### config.mk
export PLATFORM = sky130hd
export DESIGN_NAME = barrel_shift_pipe
export DESIGN_NICKNAME = d
export VERILOG_FILES = /design/src/rtl/barrel_shift_pipe.sv
export SDC_FILE = /design/constraint.sdc
export NUM_CORES = 1
export LEC_CHECK = 0
export CORE_ASPECT_RATIO = 1.75
export CORE_UTILIZATION = 65
export DETAILED_ROUTE_END_ITERATION = 8
export DONT_BUFFER_PORTS = 1
export GPL_TIMING_DRIVEN = 0
export PLACE_DENSITY = 0.81
export SLEW_MARGIN = 20
export SYNTH_ARGS = -nofsm -noshare
export SYNTH_HDL_FRONTEND = slang
export SYNTH_SLANG_ARGS = --single-unit
### constraint.sdc
create_clock -name clk -period 1.8 [get_ports clk]
set_input_delay 0.36 -clock clk [delete_from_list [all_inputs] [get_ports clk]]
set_output_delay 0.36 -clock clk [all_outputs]
set_load 0.02 [all_outputs]
### src/rtl/barrel_shift_pipe.sv
// Pipelined barrel shifter (SLL/SRL/SRA/ROL/ROR), one stage per amount bit, latency SHW cycles.
// Backpressure: every stage holds while out_valid & !out_ready; in_ready mirrors that advance.
module barrel_shift_pipe #(
    parameter int WIDTH = 32,
    localparam int SHW = $clog2(WIDTH)
) (
    input  logic             clk,
    input  logic             rst_n,
    input  logic             in_valid,
    output logic             in_ready,
    input  logic [WIDTH-1:0] in_data,
    input  logic [SHW-1:0]   in_amt,
    input  logic [2:0]       in_mode,
    output logic             out_valid,
    input  logic             out_ready,
    output logic [WIDTH-1:0] out_data,
    output logic             out_carry,
    output logic             out_zero,
    output logic             out_err
);

    localparam logic [2:0] MODE_SLL = 3'd0;
    localparam logic [2:0] MODE_SRL = 3'd1;
    localparam logic [2:0] MODE_SRA = 3'd2;
    localparam logic [2:0] MODE_ROL = 3'd3;
    localparam logic [2:0] MODE_ROR = 3'd4;

    typedef struct packed {
        logic [WIDTH-1:0] dat;
        logic             carry;
    } stage_t;

    // Carry of a composed shift equals the carry of its last non-zero partial shift,
    // so each stage overwrites the carry only when it actually moves the data.
    function automatic stage_t shift_stage(input logic [WIDTH-1:0] d,
                                           input logic             c,
                                           input logic [2:0]       mode,
                                           input logic             en,
                                           input int               sh);
        stage_t         r;
        logic [WIDTH:0] ext;
        r.dat   = d;
        r.carry = c;
        ext     = '0;
        if (en) begin
            case (mode)
                MODE_SLL: begin
                    ext     = {1'b0, d} << sh;
                    r.dat   = ext[WIDTH-1:0];
                    r.carry = ext[WIDTH];
                end
                MODE_SRL: begin
                    ext     = {d, 1'b0} >> sh;
                    r.dat   = ext[WIDTH:1];
                    r.carry = ext[0];
                end
                MODE_SRA: begin
                    ext     = $signed({d, 1'b0}) >>> sh;
                    r.dat   = ext[WIDTH:1];
                    r.carry = ext[0];
                end
                MODE_ROL: begin
                    r.dat   = (d << sh) | (d >> (WIDTH - sh));
                    r.carry = r.dat[0];
                end
                MODE_ROR: begin
                    r.dat   = (d >> sh) | (d << (WIDTH - sh));
                    r.carry = r.dat[WIDTH-1];
                end
                default: begin
                    r.dat   = d;
                    r.carry = c;
                end
            endcase
        end
        return r;
    endfunction

    logic [WIDTH-1:0] data_q [SHW];
    logic [WIDTH-1:0] data_d [SHW];
    logic [SHW-1:0]   amt_q  [SHW];
    logic [SHW-1:0]   amt_d  [SHW];
    logic [2:0]       mode_q [SHW];
    logic [2:0]       mode_d [SHW];
    logic [SHW-1:0]   vld_q, vld_d;
    logic [SHW-1:0]   carry_q, carry_d;
    logic [SHW-1:0]   err_q, err_d;
    logic             advance;
    stage_t           st;

    always_comb begin
        advance = !vld_q[SHW-1] || out_ready;
        vld_d   = '0;
        carry_d = '0;
        err_d   = '0;

        // Stage 0 consumes the amount MSB straight from the input port.
        st         = shift_stage(in_data, 1'b0, in_mode, in_amt[SHW-1], WIDTH / 2);
        data_d[0]  = st.dat;
        carry_d[0] = st.carry;
        amt_d[0]   = in_amt;
        mode_d[0]  = in_mode;
        vld_d[0]   = in_valid;
        err_d[0]   = (in_mode > MODE_ROR);

        for (int k = 1; k < SHW; k++) begin
            st         = shift_stage(data_q[k-1], carry_q[k-1], mode_q[k-1],
                                     amt_q[k-1][SHW-1-k], WIDTH >> (k + 1));
            data_d[k]  = st.dat;
            carry_d[k] = st.carry;
            amt_d[k]   = amt_q[k-1];
            mode_d[k]  = mode_q[k-1];
            vld_d[k]   = vld_q[k-1];
            err_d[k]   = err_q[k-1];
        end
    end

    always_ff @(posedge clk or negedge rst_n) begin
        if (!rst_n) begin
            vld_q   <= '0;
            carry_q <= '0;
            err_q   <= '0;
            for (int k = 0; k < SHW; k++) begin
                data_q[k] <= '0;
                amt_q[k]  <= '0;
                mode_q[k] <= '0;
            end
        end else if (advance) begin
            vld_q   <= vld_d;
            carry_q <= carry_d;
            err_q   <= err_d;
            data_q  <= data_d;
            amt_q   <= amt_d;
            mode_q  <= mode_d;
        end
    end

    assign in_ready  = advance;
    assign out_valid = vld_q[SHW-1];
    assign out_data  = data_q[SHW-1];
    assign out_carry = carry_q[SHW-1];
    assign out_err   = err_q[SHW-1];
    assign out_zero  = ~|data_q[SHW-1];

endmodule

==> impl_metrics.env <==
export IMPL_outcome="finished, violations left"
export IMPL_failed_checks="negative hold slack, negative setup slack"
export IMPL_start_util_pct=66.44
export IMPL_die_y_um=176.1
export IMPL_avgSynthCellArea_sq_um=8.648
export IMPL_clock_skew_ps=11.64
export IMPL_finalPower_uw=25910
export IMPL_synth_top_family_by_area="compound AO/OA/AOI/OAI gates"
export IMPL_port_buffers=0
export IMPL_start_kind="flip-flop"
export IMPL_multiInputGateArea_sq_um=5822
export IMPL_period_needed_ps=2084
export IMPL_synthesis_nets=1346
export IMPL_ant_nets=0
export IMPL_synth_top_area_share_pct=43.78
export IMPL_combPwrFrac_pct=49.0
export IMPL_critPathMaxFanout=3
export IMPL_via_count=10492
export IMPL_worstSetupEndpointType="output pin"
export IMPL_layout_nets=1376
export IMPL_reg2reg_slack_ps=30
export IMPL_fin_ws_ps=-283.6
export IMPL_nFillCells=1285
export IMPL_required_ps=1440
export IMPL_io_pins=81
export IMPL_grt_max_degree=198
export IMPL_p_sw_share_pct=47.17
export IMPL_synth_top_cell_by_area="dfrtp_1"
export IMPL_routed_wl_um=34880
export IMPL_synthCells=1302
export IMPL_synthMuxAreaShare_pct=4.167
export IMPL_grt_pass1_wl_um=53500
export IMPL_yosysSeqAreaShare_pct=43.78
export IMPL_num_antenna_cells=0
export IMPL_async_flop_share_pct=100.0
export IMPL_synth_edf_count=0
export IMPL_clock_latency_ps=440
export IMPL_cap_viol_max_count=0
export IMPL_core_area_sq_um=16950
export IMPL_synth_main_ff_cell="dfrtp_1"
export IMPL_cts_inserted_buffers=17
export IMPL_drt_pass1_iter_count=6
export IMPL_p_sw_uw=12220
export IMPL_ir_drop_v=0.0008402
export IMPL_cts_root_buf="clkbuf_16"
export IMPL_synth_commonest_cells="254 x nand2_1, 251 x o21ai_0, 197 x dfrtp_1"
export IMPL_final_max_slew_viol_count=0
export IMPL_htree_levels=4
export IMPL_hold_ws_ps=-390.0
export IMPL_yosys_area_share_simple_pct=15.74
export IMPL_tightest_slew_ps=554.9
export IMPL_reg2reg_from="vld_q[4]$_DFFE_PN0P_"
export IMPL_synth_seq_cells=197
export IMPL_synthAdderAreaFrac_pct=0.2667
export IMPL_synth_warnings=0
export IMPL_clock_path_buffers=2
export IMPL_relSlewSlack_pct=63.01
export IMPL_drt_vias_per_instance=6.674
export IMPL_hold_viol_final=197
export IMPL_place_congestion=1.033
export IMPL_syn_area_sq_um=11260
export IMPL_min_path_type="input port to asynchronous set/reset pin"
export IMPL_clkPwrFrac_pct=14.1
export IMPL_reg2reg_depth=6
export IMPL_track_usage_pct=40.36
export IMPL_worstPathArrival_ps=1720
export IMPL_critPathKind="flip-flop to output pin"
export IMPL_regArea_sq_um=4937
export IMPL_dieWidth_um=101.5
export IMPL_detailed_place_hpwl_um=25650
export IMPL_cp_endpoint="out_zero"
export IMPL_cts_tree="yes"
export IMPL_fin_util_pct=74.95
export IMPL_grt_pass1_vias=10502
export IMPL_power_leakage_uw=0.005184
export IMPL_fmax_ghz=0.4799
export IMPL_yosysMostFrequentCell="nand2_1"
export IMPL_rsz0062_at_grt="true"
export IMPL_synth_compound_area_share_pct=28.39
export IMPL_row_count=63
export IMPL_grt_overflow_total=0
export IMPL_drc_errors=0
export IMPL_finalSetupViolCount=2
export IMPL_drtIter0Drc=763
export IMPL_synth_cell_types=54
export IMPL_syn_to_final_growth_pct=12.81
export IMPL_crit_start="out_data[25]$_DFFE_PN0P_"
export IMPL_worstReg2RegEnd="data_q[35]$_DFFE_PN0P_"
export IMPL_power_frac_seq_pct=36.9
export IMPL_fin_crit_sh_pct=115.8
export IMPL_dieArea_sq_um=17870
export IMPL_antenna_found_initial=1
export IMPL_cellPowerDensity_nw_per_um2=2040
export IMPL_layout_drive_gt1_share_pct=19.85
export IMPL_p_int_uw=13690
export IMPL_wl_per_cell_um=22.19
export IMPL_clk_pin_slew_ps=80
export IMPL_synth_area_leaders="dfrtp_1 44%, o21ai_0 11%, nand2_1 8.5%"
export IMPL_clock_sinks=197
export IMPL_synth_xor_area_share_pct=0.6112
## through the flow
| stage | area, sq um | hold WS, ps | TNS [ps] | instances | setup slack, ps |
|---|---|---|---|---|---|
| 6_report | 12700 | -390.0 | -383.6 | 1572 | -283.6 |
| 5_1_grt | 12700 | -404.2 | -705.1 | 1572 | -323.9 |
| 4_1_cts | 12320 | -395.2 | -372.3 | 1564 | -239.6 |
| 3_5_place_dp | 11540 | 69.11 | -48030 | 1529 | -469.0 |
| 3_3_place_gp | 11540 | 68.96 | -47080 | 1529 | -469.5 |
| 2_1_floorplan | 11260 | 64.41 | 0 | 1302 | 28.02 |
## state kept, by name, indices dropped and copies added (netlist names)
register  flops
out_data     32
amt_d        10
carry_q       5
mode_d       12
err_q         5
data_q      128
vld_q         5
## critical path: stages, from the launching register on
cell     delay (ps)
dfrtp_1         390
nor4_1          460
nand4_1         220
nor2_4          220
## power by group through the flow
stage               registers [uW]  clock network (uW)  logic (uW)
finish                        9570                3640       12700
global route                  9690                3840       13900
CTS                           9250                3650       11700
detailed placement            9270                   0       11200
global placement              9180                   0       10900
floorplan                     8120                   0        8960
## kinds of logic (layout without fill, tap and decap cells)
group                      Yosys count  in the layout
AOI/OAI and AO/OA                  495            495
xor gates and xnor gates             7              7
adders and majority gates            3              3
buffers and inverters              157            200
DFF                                197            197
muxes                               43             43
and+or+nand+nor                    400            400
## cell type report
cell class                 count  area share [%]
multi-input combinational    948           45.83
tap                          227           2.236
timing repair buffer          13           1.044
sequential                   197           38.87
inverter                       4          0.1182
clock inverter                15           1.044
buffer                       151           7.506
clock buffer                  17           3.349
## what timing repair did
action                     in CTS  in global routing
setup buffers                   5                  6
gates resized for setup        67                134
pin swaps                       3                  5
cloned                          0                  2
setup endpoints to repair     198                143
hold endpoints to repair      197                197
## cell usage in the layout, fill, tap and decap left out, types with 4 or more instances in the layout
| cell type | netlist | layout |
|---|---|---|
| nor2_1 | 56 | 54 |
| mux2_2 | 31 | 31 |
| o221ai_1 | 14 | 14 |
| clkbuf_16 | 0 | 19 |
| o2111a_1 | 10 | 10 |
| a211oi_2 | 0 | 6 |
| a221oi_2 | 10 | 21 |
| o22ai_1 | 15 | 15 |
| buf_4 | 37 | 53 |
| buf_6 | 3 | 7 |
| a211oi_1 | 25 | 17 |
| mux2i_1 | 12 | 12 |
| o22a_1 | 18 | 18 |
| o21a_1 | 5 | 4 |
| dfrtp_1 | 197 | 191 |
| o21ai_1 | 38 | 40 |
| nor4_1 | 8 | 5 |
| clkbuf_1 | 74 | 22 |
| a221oi_1 | 65 | 54 |
| buf_2 | 33 | 22 |
| clkbuf_2 | 1 | 39 |
| nand2b_1 | 12 | 11 |
| a31oi_1 | 10 | 10 |
| nor2b_1 | 5 | 4 |
| nor3b_1 | 25 | 25 |
| a22oi_1 | 4 | 4 |
| and3_1 | 18 | 18 |
| inv_8 | 0 | 4 |
| a21oi_1 | 11 | 7 |
| o21ai_0 | 251 | 247 |
| a32oi_1 | 4 | 4 |
| nand2_1 | 254 | 251 |
| dfrtp_2 | 0 | 6 |
| clkbuf_4 | 0 | 13 |
| inv_6 | 0 | 6 |
## worst min path at each step
stage                     startpoint                       end  slack [ps]
after floorplan                rst_n      amt_d[0]$_DFFE_PN0P_          60
after global routing           rst_n  out_data[29]$_DFFE_PN0P_        -400
after detailed placement       rst_n  out_data[31]$_DFFE_PN0P_          70
final                          rst_n  out_data[29]$_DFFE_PN0P_        -390
after CTS                      rst_n  out_data[20]$_DFFE_PN0P_        -400
after global placement         rst_n  out_data[31]$_DFFE_PN0P_          70
## per-layer routing
metal / track usage, % / wire length [um] / vias to the layer above
met1: 35.59 / 11250 / 5021
met4: 38.83 / 3374 / 2
met2: 73.16 / 18550 / 471
met5: 0 / 16 / -
li1: - / - / 4795
met3: 8.036 / 1687 / 203
(Power assumes the default switching activity.)
